===== src/rtl/alu_result_buffer.sv =====
// alu_result_buffer
//    Capture stage behind the combinational ALU. It accepts each result with its
//    opcode tag and flags on a valid/ready handshake and stores them in a small
//    FIFO. Entries are presented to the downstream reader in arrival order.
//    Results that arrive while the buffer is full are counted in drop_cnt, which
//    saturates at 255.
//
//    Ports
//       clk, rst                   clock and asynchronous active-high reset
//       in_valid / in_ready        upstream handshake (in_ready = not full)
//       opcode, final_sum, cout,   ALU result, tag and flags of the issued op
//       negative_flag, overflow_flag, zero_flag
//       out_valid / out_ready      downstream handshake (out_valid = not empty)
//       out_opcode, out_sum,       head entry; all zero while out_valid = 0
//       out_flags                  flags are {cout, negative, overflow, zero}
//       count                      number of entries held
//       drop_cnt                   saturating count of refused results
//       clr_sticky, sticky_flags   only when STICKY_FLAGS_EN is defined
//
//    Build option
//       STICKY_FLAGS_EN  adds sticky_flags, the OR of the flags of every accepted
//                        result since reset or the last clr_sticky.

module alu_result_buffer #(
   parameter int WIDTH  = 32,
   parameter int OP_LEN = 5,
   parameter int DEPTH  = 4
) (
   input  logic                       clk,
   input  logic                       rst,
   input  logic                       in_valid,
   output logic                       in_ready,
   input  logic [OP_LEN-1:0]          opcode,
   input  logic [WIDTH-1:0]           final_sum,
   input  logic                       cout,
   input  logic                       negative_flag,
   input  logic                       overflow_flag,
   input  logic                       zero_flag,
   output logic                       out_valid,
   input  logic                       out_ready,
   output logic [OP_LEN-1:0]          out_opcode,
   output logic [WIDTH-1:0]           out_sum,
   output logic [3:0]                 out_flags,
   output logic [$clog2(DEPTH):0]     count,
   output logic [7:0]                 drop_cnt
`ifdef STICKY_FLAGS_EN
   ,
   input  logic                       clr_sticky,
   output logic [3:0]                 sticky_flags
`endif
);

   localparam int AW = $clog2(DEPTH);
   localparam int EW = OP_LEN + WIDTH + 4;
   localparam logic [AW:0] FULL_CNT = (AW+1)'(DEPTH);

   logic [EW-1:0] r_mem [DEPTH];
   logic [AW-1:0] r_wr_ptr;
   logic [AW-1:0] r_rd_ptr;
   logic [AW:0]   r_count;
   logic [7:0]    r_drop_cnt;

   logic          w_push;
   logic          w_pop;
   logic          w_full;
   logic          w_empty;
   logic [3:0]    w_in_flags;
   logic [EW-1:0] w_head;

   // Full/empty come only from the registered count, so neither handshake
   // output has a combinational path from in_valid or out_ready.
   assign w_full     = (r_count == FULL_CNT);
   assign w_empty    = (r_count == '0);
   assign in_ready   = ~w_full;
   assign out_valid  = ~w_empty;
   assign w_push     = in_valid & ~w_full;
   assign w_pop      = out_ready & ~w_empty;
   assign w_in_flags = {cout, negative_flag, overflow_flag, zero_flag};

   // Storage is not reset; stale contents are hidden by the output gating below.
   always_ff @(posedge clk) begin
      if (w_push) begin
         r_mem[r_wr_ptr] <= {opcode, final_sum, w_in_flags};
      end
   end

   always_ff @(posedge clk or posedge rst) begin
      if (rst) begin
         r_wr_ptr   <= '0;
         r_rd_ptr   <= '0;
         r_count    <= '0;
         r_drop_cnt <= '0;
      end else begin
         // DEPTH is a power of two, so pointers wrap by natural overflow.
         if (w_push) r_wr_ptr <= r_wr_ptr + 1'b1;
         if (w_pop)  r_rd_ptr <= r_rd_ptr + 1'b1;
         case ({w_push, w_pop})
            2'b10:   r_count <= r_count + 1'b1;
            2'b01:   r_count <= r_count - 1'b1;
            default: r_count <= r_count;
         endcase
         // A result offered while full is lost even if a pop frees a slot this
         // cycle, because in_ready was already low.
         if (in_valid && w_full && (r_drop_cnt != 8'hFF)) begin
            r_drop_cnt <= r_drop_cnt + 1'b1;
         end
      end
   end

`ifdef STICKY_FLAGS_EN
   logic [3:0] r_sticky;

   always_ff @(posedge clk or posedge rst) begin
      if (rst) begin
         r_sticky <= '0;
      end else if (w_push) begin
         // Clear and push together keep only the newly pushed flags.
         r_sticky <= (clr_sticky ? 4'b0000 : r_sticky) | w_in_flags;
      end else if (clr_sticky) begin
         r_sticky <= '0;
      end
   end

   assign sticky_flags = r_sticky;
`endif

   assign w_head     = r_mem[r_rd_ptr];
   assign out_flags  = out_valid ? w_head[3:0]               : '0;
   assign out_sum    = out_valid ? w_head[WIDTH+3:4]         : '0;
   assign out_opcode = out_valid ? w_head[EW-1:WIDTH+4]      : '0;
   assign count      = r_count;
   assign drop_cnt   = r_drop_cnt;

endmodule

===== config.mk =====
export PLATFORM = sky130hd
export DESIGN_NAME = alu_result_buffer
export DESIGN_NICKNAME = d
export VERILOG_FILES = /design/src/rtl/alu_result_buffer.sv
export SDC_FILE = /design/constraint.sdc
export NUM_CORES = 1
export LEC_CHECK = 0
export ABC_AREA = 1
export BUFFER_PORTS_ARGS = -buffer_cell sky130_fd_sc_hd__buf_2
export CAP_MARGIN = 20
export CORE_AREA = 2 2 116 118
export DETAILED_ROUTE_END_ITERATION = 7
export DIE_AREA = 0 0 118 120
export GPL_TIMING_DRIVEN = 0
export PLACE_DENSITY = 0.77
export SLEW_MARGIN = 25
export SYNTH_ARGS = -nofsm -noshare
export SYNTH_HDL_FRONTEND = slang
export SYNTH_SLANG_ARGS = --single-unit

===== constraint.sdc =====
create_clock -name clk -period 3.7 [get_ports clk]
set_input_delay 0.37 -clock clk [delete_from_list [all_inputs] [get_ports clk]]
set_output_delay 0.37 -clock clk [all_outputs]
set_load 0.02 [all_outputs]

==> flow_summary_export.csv, run 1 <==
group,metric,value,unit
run_status,status,"complete, no violations",
clock_network,post-cts-setup-buffer-count,0,
clock_network,cts_tree,"done",
synthesis,syn-num-nets,651,
critical_path,endpoint_kind,"output pin",
grt,grt_pass1_wl,24.76,mm
final_layout,nNetsFinal,775,
critical_path,slowest_stage,"dfrtp_1",
synthesis,yosysTopAreaCellShare,68.37,%
critical_path,cpPeakStageDelay,0.42,ns
drt,first_pass_iters,5,
die,core_area,12980,um^2
clock_network,cts_buffer_depth,2,
synthesis,synth_area,7203,um^2
critical_path,path_cells,"inv_2, buf_4, clkbuf_1, o21ai_0, a21oi_1, buf_2",
die,dieArea,14160,um^2
synthesis,synthTopCellsByArea,"edfxtp_1 (68%), nor2_1 (9.1%), o21ai_0 (5.7%)",
grt,grt_util_met1,29.31,%
clock_network,clk_latency,0.43,ns
run,cap_violations,0,
final_layout,final_common_cell,"nor2_1",
grt,grt_pass1_vias,4834,
grt,gr-max-usage-layer,"met2",
die,initial_core_util,55.49,%
clock_network,cts-root-buf,"clkbuf_16",
final_layout,area_growth,21.50,%
sta,max_slew_margin,45.83,%
critical_path,worst-path-max-fanout,10,
drt,viasPerCell,5.411,
sta,setup_tns,0,ns
die,die_width,118,um
grt,groute.usage.overall,23.32,%
drt,wl_per_cell,17.57,um
final_layout,fin_util,67.43,%
critical_path,cp-startpoint,"r_rd_ptr[0]",
pwr,powerDensity,902.2,nW/um^2
placement,place_congestion,0.7694,
sta,finClkSkew,0.004034,ns
pwr,power_leakage,3.313,nW
pwr,ir_worst_vdd,714.9,uV
placement,dpl.hpwl,10.01,mm
drt,vias,4935,
sta,setup_viol,0,
sta,finalCriticalPeriod,2.557,ns
die,rows,42,
critical_path,timing.rr.start,"count[0]",
critical_path,cp.buffers_inverters,4,
synthesis,synth_cells,599,
grt,antenna_found_initial,1,
clock_network,cts_buffers,17,
synthesis,yosysWarnings,0,
sta,slew_violations,0,
final_layout,postLayoutCellArea,8752,um^2
sta,rsz0062_at_grt,"no",
synthesis,ys_types,20,
final_layout,layout_common_cells,"nor2_1 (171), edfxtp_1 (164), buf_2 (108), o21ai_0 (82), a21oi_1 (43)",
sta,worstMarginPinSlew,0.8107,ns
placement,portBuffers,98,
final_layout,n_fill_cell,939,
sta,fin_crit_sh,69.10,%
grt,grt_max_degree,23,
die,die_h,120,um
grt,met2_usage,39.72,%
drt,drtIter0Drc,439,
critical_path,criticalPathCategory,"reg -> out",
synthesis,synth_top_cell_by_area,"edfxtp_1",
grt,grt_overflow_total,0,
synthesis,yosysSeqAreaShare,73.58,%
synthesis,avgSynthCellArea,12.03,um^2
critical_path,cp.required,3.33,ns
clock_network,cts_resized,0,
final_layout,drive_above_1_share,22.15,%
worst_hold_path,hp-class,"in -> async",
synthesis,synth_seq_cells,179,
sta,final-hold-violation-count,0,
critical_path,crit_family,"buffers and inverters",
final_layout,n_antenna_cell,0,
clock_network,clk_pin_slew,0.06,ns
die,pin_count,99,
critical_path,start_kind,"flop",
clock_network,htreeDepth,4,
critical_path,arrival,2.19,ns
sta,max_freq,0.3911,GHz
drt,ant_nets,0,
placement,placed_cell_area,8137,um^2
grt,use_met3,5.276,%
drt,wl,16.02,mm
clock_network,hold_buffers,0,
clock_network,cts.sinks,179,
drt,drcViolationCount,0,
==> metrics by stage <==
stage / std cells / hold WS, ns / setup slack (ns) / total power, W
4_1_cts: 912 / 0.01827 / 1.128 / 0.007915
6_report: 912 / 0.006511 / 1.143 / 0.007896
3_3_place_gp: 873 / 0.4487 / -0.5169 / 0.005832
2_1_floorplan: 599 / 0.2715 / 0.5681 / 0.004840
5_1_grt: 912 / 0.06340 / 1.001 / 0.008314
3_5_place_dp: 880 / 0.4653 / 1.485 / 0.006062
==> synthesized netlist by cell type <==
master / n
a21oi_1: 43
buf_2: 10
buf_4: 9
clkbuf_1: 12
dfrtp_1: 15
edfxtp_1: 164
fa_1: 1
ha_1: 6
inv_1: 18
inv_2: 3
nand2_1: 41
nand2_2: 2
nand3_1: 5
nor2_1: 175
nor3_1: 1
o21ai_0: 82
o21ai_1: 4
or2_2: 1
xnor2_1: 2
xor2_1: 5
==> kinds of logic (layout without fill, tap and decap cells) <==
group / Yosys count / in the layout / share of synthesized area (%)
flip-flops: 179 / 179 / 73.58
AND/OR/NAND/NOR: 225 / 225 / 11.93
buffers and inverters: 52 / 189 / 3.352
adder cells (fa/ha/maj): 7 / 7 / 1.320
AO/OA/AOI/OAI: 129 / 129 / 8.963
XOR/XNOR: 7 / 7 / 0.8512
==> worst paths after layout <==
kind / endpoint / depth (start not counted) / slack, ns
min in group clk: r_mem[1][22] / 1 / 0.15
setup reg to reg: count[2] / 9 / 1.48
max in group asynchronous: r_rd_ptr[1] / 2 / 3.31
hold / removal: drop_cnt[6] / 2 / 0.007
setup / recovery: out_sum[25] / 6 / 1.14
hold reg to reg: count[0] / 1 / 0.52
==> layout make-up <==
type / instances / area, um^2 / share of cell area [%]
clock buffers: 19 / 432.9 / 4.946
inverters: 21 / 78.83 / 0.9006
well taps: 176 / 220.2 / 2.516
plain buffers: 31 / 162.7 / 1.858
clock inverters: 13 / 182.7 / 2.087
flip-flops and latches: 179 / 5300 / 60.56
multi-input cells: 368 / 1692 / 19.33
repair buffers: 105 / 683.2 / 7.806
==> power by group <==
part,total (W),internal (W),switching (W)
clock,0.00185,0.00113,0.000727
sequential,0.00279,0.00266,0.000126
combinational,0.00326,0.00104,0.00222
total,0.00790,0.00482,0.00307
==> sequential cells by signal (all words and copies together) (netlist names) <==
name,count
drop_cnt,8
r_wr_ptr,2
count,3
r_mem,164
r_rd_ptr,2
==> routing by layer <==
metal	part of all wire, %	vias up
met4	1.4	2
li1	-	2326
met3	6.5	28
met1	41	2389
met2	52	190
met5	0.062	-
Note: power is estimated with default switching activity, not from simulation.
==> run 2, diff against run 1 <==
==> constraint.sdc (replaced) <==
create_clock -name clk -period 2.5 [get_ports clk]
set_input_delay 0.25 -clock clk [delete_from_list [all_inputs] [get_ports clk]]
set_output_delay 0.25 -clock clk [all_outputs]
set_load 0.02 [all_outputs]
==> run 2 against run 1 <==
Compared with the run above: sequential power up 48%; non-clock buffer count up 1; utilization up 0.13 points; critical path type unchanged.
==> flow_summary_export.csv, run 2 (same netlist as run 1, synthesis figures left out) <==
group,metric,value,unit
worst_hold_path,min_path_cells,1,
pwr,power_leakage,3.327,nW
placement,place_congestion,0.7694,
sta,slew_violations,0,
pwr,seq_power_share,35.2,%
pwr,switching_share,38.89,%
pwr,total_power,0.01170,W
drt,drcViolationCount,0,
sta,finalCriticalPeriod,2.398,ns
sta,rsz0062_at_grt,"yes",
grt,groute.usage.overall,23.34,%
final_layout,layoutNonFillerInstCount,914,
clock_network,cts_buffer_depth,2,
final_layout,top_register,"r_mem",
clock_network,clk_pin_slew,0.06,ns
sta,setup_viol,0,
die,pin_count,99,
critical_path,criticalPathCategory,"reg -> out",
sta,max_slew_margin,45.36,%
die,core_area,12980,um^2
pwr,ir_worst_vdd,1057,uV
run,cap_violations,0,
pwr,powerDensity,1334,nW/um^2
die,dieArea,14160,um^2
sta,final-hold-violation-count,0,
grt,grt_pass1_wl,24.78,mm
die,initial_core_util,55.49,%
die,rows,42,
placement,placed_cell_area,8137,um^2
drt,first_pass_iters,5,
drt,viasPerCell,5.432,
placement,portBuffers,98,
clock_network,clk_latency,0.42,ns
worst_hold_path,hp-class,"in -> reg",
drt,drtIter0Drc,447,
critical_path,endpoint_kind,"output pin",
grt,grt_overflow_total,0,
die,die_width,118,um
pwr,p_int,0.007148,W
placement,dp_slack,0.2846,ns
sta,finClkSkew,0.005872,ns
critical_path,arrival,2.15,ns
final_layout,area_growth,21.73,%
sta,worstMarginPinSlew,0.8177,ns
pwr,clkPwrFrac,23.5,%
sta,max_freq,0.4170,GHz
clock_network,htreeDepth,4,
critical_path,start_kind,"flop",
drt,vias,4965,
final_layout,drive_above_1_share,22.52,%
clock_network,cts-root-buf,"clkbuf_16",
placement,dpl.hpwl,10.01,mm
grt,grt_max_degree,23,
final_layout,largest_reg_flops,164,
clock_network,cts.sinks,179,
sta,fin_crit_sh,95.93,%
placement,dp.cells,880,
critical_path,r2r_slack,0.27,ns
critical_path,worstRegToRegCells,9,
clock_network,cts_buffers,17,
run_status,status,"complete, no violations",
grt,antenna_found_initial,1,
final_layout,postLayoutCellArea,8768,um^2
critical_path,worst-path-max-fanout,10,
grt,grt_pass1_vias,4842,
clock_network,cts_tree,"done",
clock_network,post-cts-setup-buffer-count,0,
pwr,combinationalPowerShare,41.2,%
final_layout,nNetsFinal,776,
die,die_h,120,um
pwr,switchingPower,0.004549,W
drt,wl_per_cell,17.59,um
final_layout,final_common_cell,"nor2_1",
drt,ant_nets,0,
critical_path,cp.required,2.25,ns
final_layout,layout_common_cells,"nor2_1 (171), edfxtp_1 (164), buf_2 (108), o21ai_0 (82), a21oi_1 (43)",
drt,wl,16.08,mm
sta,fin_ws,0.1018,ns
run 2: per-stage QoR:
stage	utilization, %	hold WS [ns]	setup TNS (ns)
6_report	67.55	0.03381	0
5_1_grt	67.53	0.02779	-0.04058
4_1_cts	67.51	0.02509	0
3_5_place_dp	62.69	0.3453	0
3_3_place_gp	60.97	0.3287	-278.11
2_1_floorplan	-	0.1515	-103.64
run 2: worst max-delay path, cell delays in order (launching register included):
cell and delay (ns):
dfrtp_1 0.42, inv_2 0.08, buf_4 0.17, clkbuf_1 0.40, o21ai_0 0.20, a21oi_1 0.25
buf_2 0.21
run 2: power groups by stage:
| stage | Clock [W] | Sequential [W] | Combinational, W |
|---|---|---|---|
| 6_report | 0.00275 | 0.00412 | 0.00482 |
| 3_3_place_gp | 0 | 0.00422 | 0.00441 |
| 5_1_grt | 0.00289 | 0.00416 | 0.00527 |
| 3_5_place_dp | 0 | 0.00418 | 0.00479 |
| 4_1_cts | 0.00276 | 0.00412 | 0.00484 |
| 2_1_floorplan | 0 | 0.00423 | 0.00293 |
run 2: final timing paths:
check	startpoint	to
worst max register to register	count[0]	count[2]
worst min register to register	count[0]	count[0]
worst min-delay path	final_sum[18]	r_mem[1][22]
worst max-delay path	r_rd_ptr[0]	out_sum[25]
max in group asynchronous	rst	r_rd_ptr[1]
min in group asynchronous	rst	drop_cnt[1]
run 2: layer usage:
metal  vias to the layer above  wire, um  GRT usage [%]
met2                       191      8292          39.79
met3                        23      1040          5.276
li1                       2332         -              -
met1                      2419      6498          29.31
met4                         0       250          9.036
met5                         -         0              0
run 2: timing repair:
item / in CTS / in global routing
gates resized for setup: 0 / 6
hold endpoints to repair: 15 / 0
setup endpoints to repair: 0 / 6
hold buffers: 1 / 0
run 2: cell type report:
| type | instances | area (um^2) |
|---|---|---|
| Clock buffer | 19 | 432.9 |
| Multi-Input combinational cell | 368 | 1692 |
| Tap cell | 176 | 220.2 |
| Inverter | 21 | 78.83 |
| Fill cell | 939 | 4212 |
| Antenna cell | 1 | 2.502 |
| Sequential cell | 179 | 5300 |
| Timing Repair Buffer | 106 | 693.2 |
| Clock inverter | 13 | 182.7 |
| Buffer | 31 | 166.4 |
